==> config.mk <==
export PLATFORM = sky130hd
export DESIGN_NAME = uart_rx_sync
export DESIGN_NICKNAME = d
export VERILOG_FILES = /design/src/rtl/uart_pkg.sv /design/src/rtl/uart_sync2.sv /design/src/rtl/uart_rx_sync.sv
export SDC_FILE = /design/constraint.sdc
export NUM_CORES = 1
export LEC_CHECK = 0
export CAP_MARGIN = 20
export CORE_MARGIN = 2
export CORE_UTILIZATION = 48
export CTS_CLUSTER_SIZE = 8
export DETAILED_ROUTE_END_ITERATION = 8
export PLACE_DENSITY = 0.85
export RECOVER_POWER = 100
export SETUP_SLACK_MARGIN = 0.4
export SLEW_MARGIN = 10
export SYNTH_ARGS = -nofsm -noshare
export SYNTH_HDL_FRONTEND = slang
export SYNTH_SLANG_ARGS = --single-unit
==> constraint.sdc <==
create_clock -name PCLK -period 1.65 [get_ports PCLK]
set_input_delay 0.33 -clock PCLK [delete_from_list [all_inputs] [get_ports PCLK]]
set_output_delay 0.33 -clock PCLK [all_outputs]
set_load 0.05 [all_outputs]
==> src/rtl/uart_pkg.sv <==
// Shared UART definitions: receiver FSM states and oversampling constants.
// Shared by the receiver, transmitter and baud generator.
// Contains no logic and therefore has no latency or backpressure.
package uart_pkg;

    typedef enum logic [1:0] {
        IDLE,
        START,
        DATA,
        STOP
    } uart_state_e;

    localparam int unsigned OVERSAMPLE = 16;
    localparam int unsigned MID_TICK   = 7;

endpackage

==> src/rtl/uart_sync2.sv <==
// Two-flop synchronizer for an asynchronous level input; both flops reset high.
// Latency: 2 PCLK.
// Backpressure: none; the output is a continuous level.
module uart_sync2 (
    input  logic PCLK,
    input  logic PRESETn,
    input  logic d,
    output logic q
);

    logic meta_q, meta_d;
    logic sync_q, sync_d;

    always_comb begin
        meta_d = d;
        sync_d = meta_q;
    end

    always_ff @(posedge PCLK) begin
        if (!PRESETn) begin
            meta_q <= 1'b1;
            sync_q <= 1'b1;
        end else begin
            meta_q <= meta_d;
            sync_q <= sync_d;
        end
    end

    assign q = sync_q;

endmodule

==> src/rtl/uart_rx_sync.sv <==
// 16x-oversampling UART receiver: start/data/stop framing with glitch rejection.
// Latency: rx_done/frame_err fire one PCLK after the mid-stop-bit sampling tick.
// Backpressure: none; results are pulses and a held byte that the consumer must catch.
module uart_rx_sync
    import uart_pkg::*;
#(
    parameter int DBITS   = 8,
    parameter int SB_TICK = 16
) (
    input  logic             PCLK,
    input  logic             PRESETn,
    input  logic             s_tick,
    input  logic             rx,
    output logic [DBITS-1:0] rx_dout,
    output logic             rx_done,
    output logic             frame_err,
    output logic             rx_busy
);

    localparam int BCW = (DBITS > 1) ? $clog2(DBITS) : 1;

    logic             rx_s;
    uart_state_e      state_q, state_d;
    logic [3:0]       tick_q, tick_d;
    logic [BCW-1:0]   bit_q, bit_d;
    logic [DBITS-1:0] sh_q, sh_d;
    logic [DBITS-1:0] dout_q, dout_d;
    logic             done_q, done_d;
    logic             ferr_q, ferr_d;

    uart_sync2 u_sync (
        .PCLK    (PCLK),
        .PRESETn (PRESETn),
        .d       (rx),
        .q       (rx_s)
    );

    always_comb begin
        state_d = state_q;
        tick_d  = tick_q;
        bit_d   = bit_q;
        sh_d    = sh_q;
        dout_d  = dout_q;
        done_d  = 1'b0;
        ferr_d  = 1'b0;

        case (state_q)
            // Start detection runs every PCLK so a frame right after the stop sample is not missed.
            IDLE: begin
                if (!rx_s) begin
                    state_d = START;
                    tick_d  = '0;
                end
            end
            START: begin
                if (s_tick) begin
                    if (tick_q == 4'(MID_TICK)) begin
                        if (!rx_s) begin
                            state_d = DATA;
                            tick_d  = '0;
                            bit_d   = '0;
                        end else begin
                            state_d = IDLE;
                        end
                    end else begin
                        tick_d = tick_q + 4'd1;
                    end
                end
            end
            DATA: begin
                if (s_tick) begin
                    if (tick_q == 4'(OVERSAMPLE - 1)) begin
                        tick_d = '0;
                        sh_d   = {rx_s, sh_q[DBITS-1:1]};
                        if (bit_q == BCW'(DBITS - 1)) begin
                            state_d = STOP;
                        end else begin
                            bit_d = bit_q + 1'b1;
                        end
                    end else begin
                        tick_d = tick_q + 4'd1;
                    end
                end
            end
            STOP: begin
                if (s_tick) begin
                    if (tick_q == 4'(SB_TICK - 1)) begin
                        state_d = IDLE;
                        tick_d  = '0;
                        if (rx_s) begin
                            dout_d = sh_q;
                            done_d = 1'b1;
                        end else begin
                            ferr_d = 1'b1;
                        end
                    end else begin
                        tick_d = tick_q + 4'd1;
                    end
                end
            end
            default: state_d = IDLE;
        endcase
    end

    always_ff @(posedge PCLK) begin
        if (!PRESETn) begin
            state_q <= IDLE;
            tick_q  <= '0;
            bit_q   <= '0;
            sh_q    <= '0;
            dout_q  <= '0;
            done_q  <= 1'b0;
            ferr_q  <= 1'b0;
        end else begin
            state_q <= state_d;
            tick_q  <= tick_d;
            bit_q   <= bit_d;
            sh_q    <= sh_d;
            dout_q  <= dout_d;
            done_q  <= done_d;
            ferr_q  <= ferr_d;
        end
    end

    assign rx_dout   = dout_q;
    assign rx_done   = done_q;
    assign frame_err = ferr_q;
    assign rx_busy   = (state_q != IDLE);

endmodule

# Word level (Yosys, flattened, before mapping)
# Index checks and enable logic that the tools add are counted.
[word_totals]
regBits = 29
elab_cells = 63
[op_classes]
add_sub_neg = 2
n_eq_ne = 17
n_mux = 25
n_reduce_logical = 10
[op_table]
columns = ["op", "count"]
rows = [
  ["2-to-1 mux 4 bit", 5],
  ["!= test 2 bit, second input constant", 10],
  ["2-to-1 mux 2 bit", 9],
  ["2-to-1 mux 3 bit", 6],
  ["case mux 4 bit (3 select lines)", 1],
  ["case mux 2 bit (4 select lines)", 1],
  ["AND reduction 4 bit", 2],
  ["AND reduction 8 bit", 1],
  ["AND reduction 7 bit", 1],
  ["case mux 3 bit (2 select lines)", 1],
  ["adder 4 x 1 -> 4 bit, second input constant", 1],
  ["== test 2 bit, second input constant", 2],
  ["== test 4 x 3 -> 1 bit, second input constant", 1],
  ["== test 4 bit, second input constant", 1],
  ["nonzero test 2 bit", 2],
  ["adder 3 x 1 -> 3 bit, second input constant", 1],
  ["== test 3 bit, second input constant", 1],
  ["AND reduction 3 bit", 1],
  ["== test 2 x 1 -> 1 bit, second input constant", 1],
  ["logical NOT 2 bit", 1],
  ["2-to-1 mux 1 bit", 2],
  ["!= test 2 x 1 -> 1 bit, second input constant", 1],
  ["AND reduction 2 bit", 1],
  ["OR reduction 2 bit", 1],
]

# Logic depth before layout (Yosys ltp)
[logic_depth]
word_depth = 5
ltp_mapped = 6
depth_no_buf = 5

# Modules after synthesis
# From an unflattened synthesis, not the netlist that was laid out.
[hier_totals]
cells_unflattened = 143
area_unflattened_um2 = 1310.0
[modules_own_cells]
columns = ["module", "n_inst", "cells_each", "area_each_um2", "seq_area_each_um2"]
rows = [
  ["uart_rx_sync", 1, 139, 1257.5, 540.5],
  ["uart_sync2", 1, 4, 52.6, 40.0],
]

# Least setup slack after synthesis
# OpenSTA, ideal clock, no wires.
[synth_path]
kind = "register -> register"
start = "reg with a tool-made name"
end = "reg tick_q[3]"
setup_time_ns = 0.075
arrival_ns = 1.628
setup_slack_ns = -0.053
stages_incl_launch_ff = 7
n_path_buf = 2
path_cell_list = "dfxtp_1 buf_2 or2_1 clkbuf_1 o2111a_1 nand3_1 a31oi_1"
[synth_rtl]
columns = ["item", "line_no", "rtl"]
rows = [
  ["end signal, assigned", "uart_rx_sync.sv:116", "tick_q <= tick_d;"],
  ["end, declared", "uart_rx_sync.sv:24", "logic [3:0] tick_q, tick_d;"],
]

# Final worst setup path
[layout_path]
start = "reg dout_q[4] (netlist: rx_dout[4])"
end = "out rx_dout[4]"
[layout_rtl]
columns = ["item", "line_no", "rtl"]
rows = [
  ["start, declared", "uart_rx_sync.sv:27", "logic [DBITS-1:0] dout_q, dout_d;"],
  ["start signal, assigned", "uart_rx_sync.sv:119", "dout_q <= dout_d;"],
  ["end, declared", "uart_rx_sync.sv:14", "output logic [DBITS-1:0] rx_dout,"],
]
# No word-level cell between the ends.

==> metrics.yaml <==
syn2layout_area_growth_pct: 33.6
pin_count: 15
antennaDiodeCount: 0
yosysSeqAreaShare: 0.458
power.leakage_nw: 0.669
fmax_ghz: 0.688
ys_warn_count: 0
first_iter_violations: 32
synth_xor_area_frac: 0.00691
synth.distinct_cells: 32
grt_max_degree: 22
synth_fa_ha_area_frac: 0.0296
ant_nets: 0
clkTransAtPathRegs_ns: 0.09
ys.flop_type: "dfxtp_1"
chipWidth_um: 55.4
cts_root_buf: "clkbuf_4"
clk_latency_ns: 0.31
run_status: "completed"
wirelength_um: 2770
initial_core_util: 0.507
cts_made_buffers: 5
synth_top_area_cell: "dfxtp_1"
crit_type: "flip-flop to primary output"
hold_buffers: 0
cp-end-kind: "primary output"
row_count: 18
worst_pin_slew_ns: 0.597
die_area_um2: 3070
powerDensity_nw_per_um2: 820
grt_first_pass_wirelength_um: 4650
finalNetCount: 168
worstSetupStartpointType: "flip-flop"
syn_nets: 140
synth_compound_gate_area_share: 0.0819
crit_chain: "clkbuf_1"
core_area_um2: 2500
cap_viol_max_count: 0
cp_num_buf_inv: 1
ys_seq_elements: 29
rsz0062_at_grt: "true"
fin_cells: 192
drt-vias-per-instance: 5.36
crit_family: "buffers and inverters"
ctsHtreeMaxLevel: 2
slew_viol_final: 0
routabilityCongestion: 0.790
syn-instance-count: 133
relSlewSlack: 0.604
synth_commonest_cells: "dfxtp_1, nor2_1, mux2i_1"
crit_slowest_cell: "clkbuf_1"
setup_violations: 0
hold_slack_ns: 0.428
finalSetupTns_ns: 0
route.detailed.drc: 0
firstDrtPassIters: 4
synth_area_leaders: "dfxtp_1, mux2i_1, nor2_1, nand2_1, ha_1"
finalCritPeriodShare: 0.881
wl_per_cell_um: 14.4
finalClockSkew_ns: 0.00827
netlist_area_um2: 1270
numPortBuffers: 14
overflow: 0
drive_gt1_frac: 0.296
synth_edf_count: 0
cts.sinks: 29
hold_viol_final: 0
yosysTopAreaCellShare: 0.458
async_flop_share: 0
grt_pass1_vias: 1034
hpwl_um: 1750
ir_drop_uv: 661
slowest_delay_ns: 0.47
muxShareOfSynthArea: 0.158
path_max_fanout: 2
cts_buffer_depth: 2
synth-simple-area-share: 0.230
worstHoldPathType: "flip-flop to flip-flop"
die_h_um: 55.4
gr-usage-all-layers: 0.193
cp.arrival_ns: 1.12
grt_antenna_before_repair: 0
synth.most_common_cell: "dfxtp_1"
fin_crit_ns: 1.45
vias: 1029
cts_tree: "done"
fill_cells: 202
synth_area_per_cell_um2: 9.53
synth_top_family_by_area: "simple AND/OR/NAND/NOR gates"
worstPathRequired_ns: 1.32
dpl.cell_count: 175
## kinds of logic (layout without fill, tap and decap cells)
group           after synthesis  count (layout)
compound gates               13              13
xor+xnor                      1               1
fa+ha+maj                     3               3
buf+inv                      11              40
flops                        29              29
mux                          20              20
simple gates                 56              56
## power breakdown
| part | internal (mW) | leakage, nW | switching [mW] |
|---|---|---|---|
| combinational | 0.0403 | 0.387 | 0.0439 |
| sequential | 0.703 | 0.236 | 0.00298 |
| clock | 0.362 | 0.0455 | 0.237 |
## layer usage
| layer | GRT usage | part of all wire | wire length, um | vias up |
|---|---|---|---|---|
| met5 | 0 | 0 | 0 | - |
| met1 | 0.229 | 0.43 | 1200 | 495 |
| met4 | 0.0662 | 0.011 | 31 | 0 |
| met3 | 0.0703 | 0.029 | 80 | 4 |
| met2 | 0.320 | 0.52 | 1450 | 13 |
| li1 | - | - | - | 517 |
## metrics by stage
stage	power [mW]	utilization	instance area, um2	setup WS (ns)
after floorplan	0.761	-	1300	0.276
after global placement	0.785	0.599	1500	-0.0917
after detailed placement	0.788	0.599	1500	-0.180
after CTS	1.40	0.692	1730	0.247
after global routing	1.45	0.677	1690	0.133
final	1.39	0.677	1690	0.196
## flip-flops by register name, summed over array words and instances (netlist names), named ones only
name,count
bit_q,3
u_sync.q,1
rx_dout,8
sh_q,8
state_q,1
u_sync.meta_q,1
tick_q,4
frame_err,1
rx_done,1
## cell type report
cell class / instances / area, um2 / area share
clock buffer: 7 / 55.1 / 0.0325
clock inverter: 1 / 30.0 / 0.0177
inverter: 2 / 7.51 / 0.00443
multi-input combinational: 93 / 716 / 0.423
sequential: 29 / 588 / 0.347
tap: 30 / 37.5 / 0.0222
timing repair buffer: 30 / 259 / 0.153
## final timing paths
kind         cells after the start  slack (ns)           from         end
max                              1        0.20     rx_dout[4]  rx_dout[4]
min                              1        0.43  u_sync.meta_q    u_sync.q
max reg2reg                      6        0.23      tick_q[0]  state_q[0]
min reg2reg                      1        0.43  u_sync.meta_q    u_sync.q
## placed cells by master (no fill, tap or decap), types with 2 or more instances in the layout
cell type,netlist,layout
dfxtp_1,29,25
nor2_1,24,24
mux2i_1,20,20
nand2_1,13,12
buf_4,0,10
clkbuf_1,5,8
clkbuf_4,0,5
buf_12,0,4
clkbuf_2,0,3
buf_6,0,3
dfxtp_2,0,3
or2_4,0,2
inv_1,2,2
a211oi_2,0,2
a21oi_1,2,2
nor3b_4,0,2
o21bai_1,1,2
nor3_4,2,2
nand2b_1,3,2
## repair_timing
item / 4_1_cts / 5_1_grt
cloned: 0 / 0
hold endpoints to repair: 0 / 0
resized for setup: 23 / 10
buffers inserted: 9 / 0
pin swaps: 8 / 5
endpoints found under the setup margin: 28 / 28
Power figures use the tool's default switching activity.
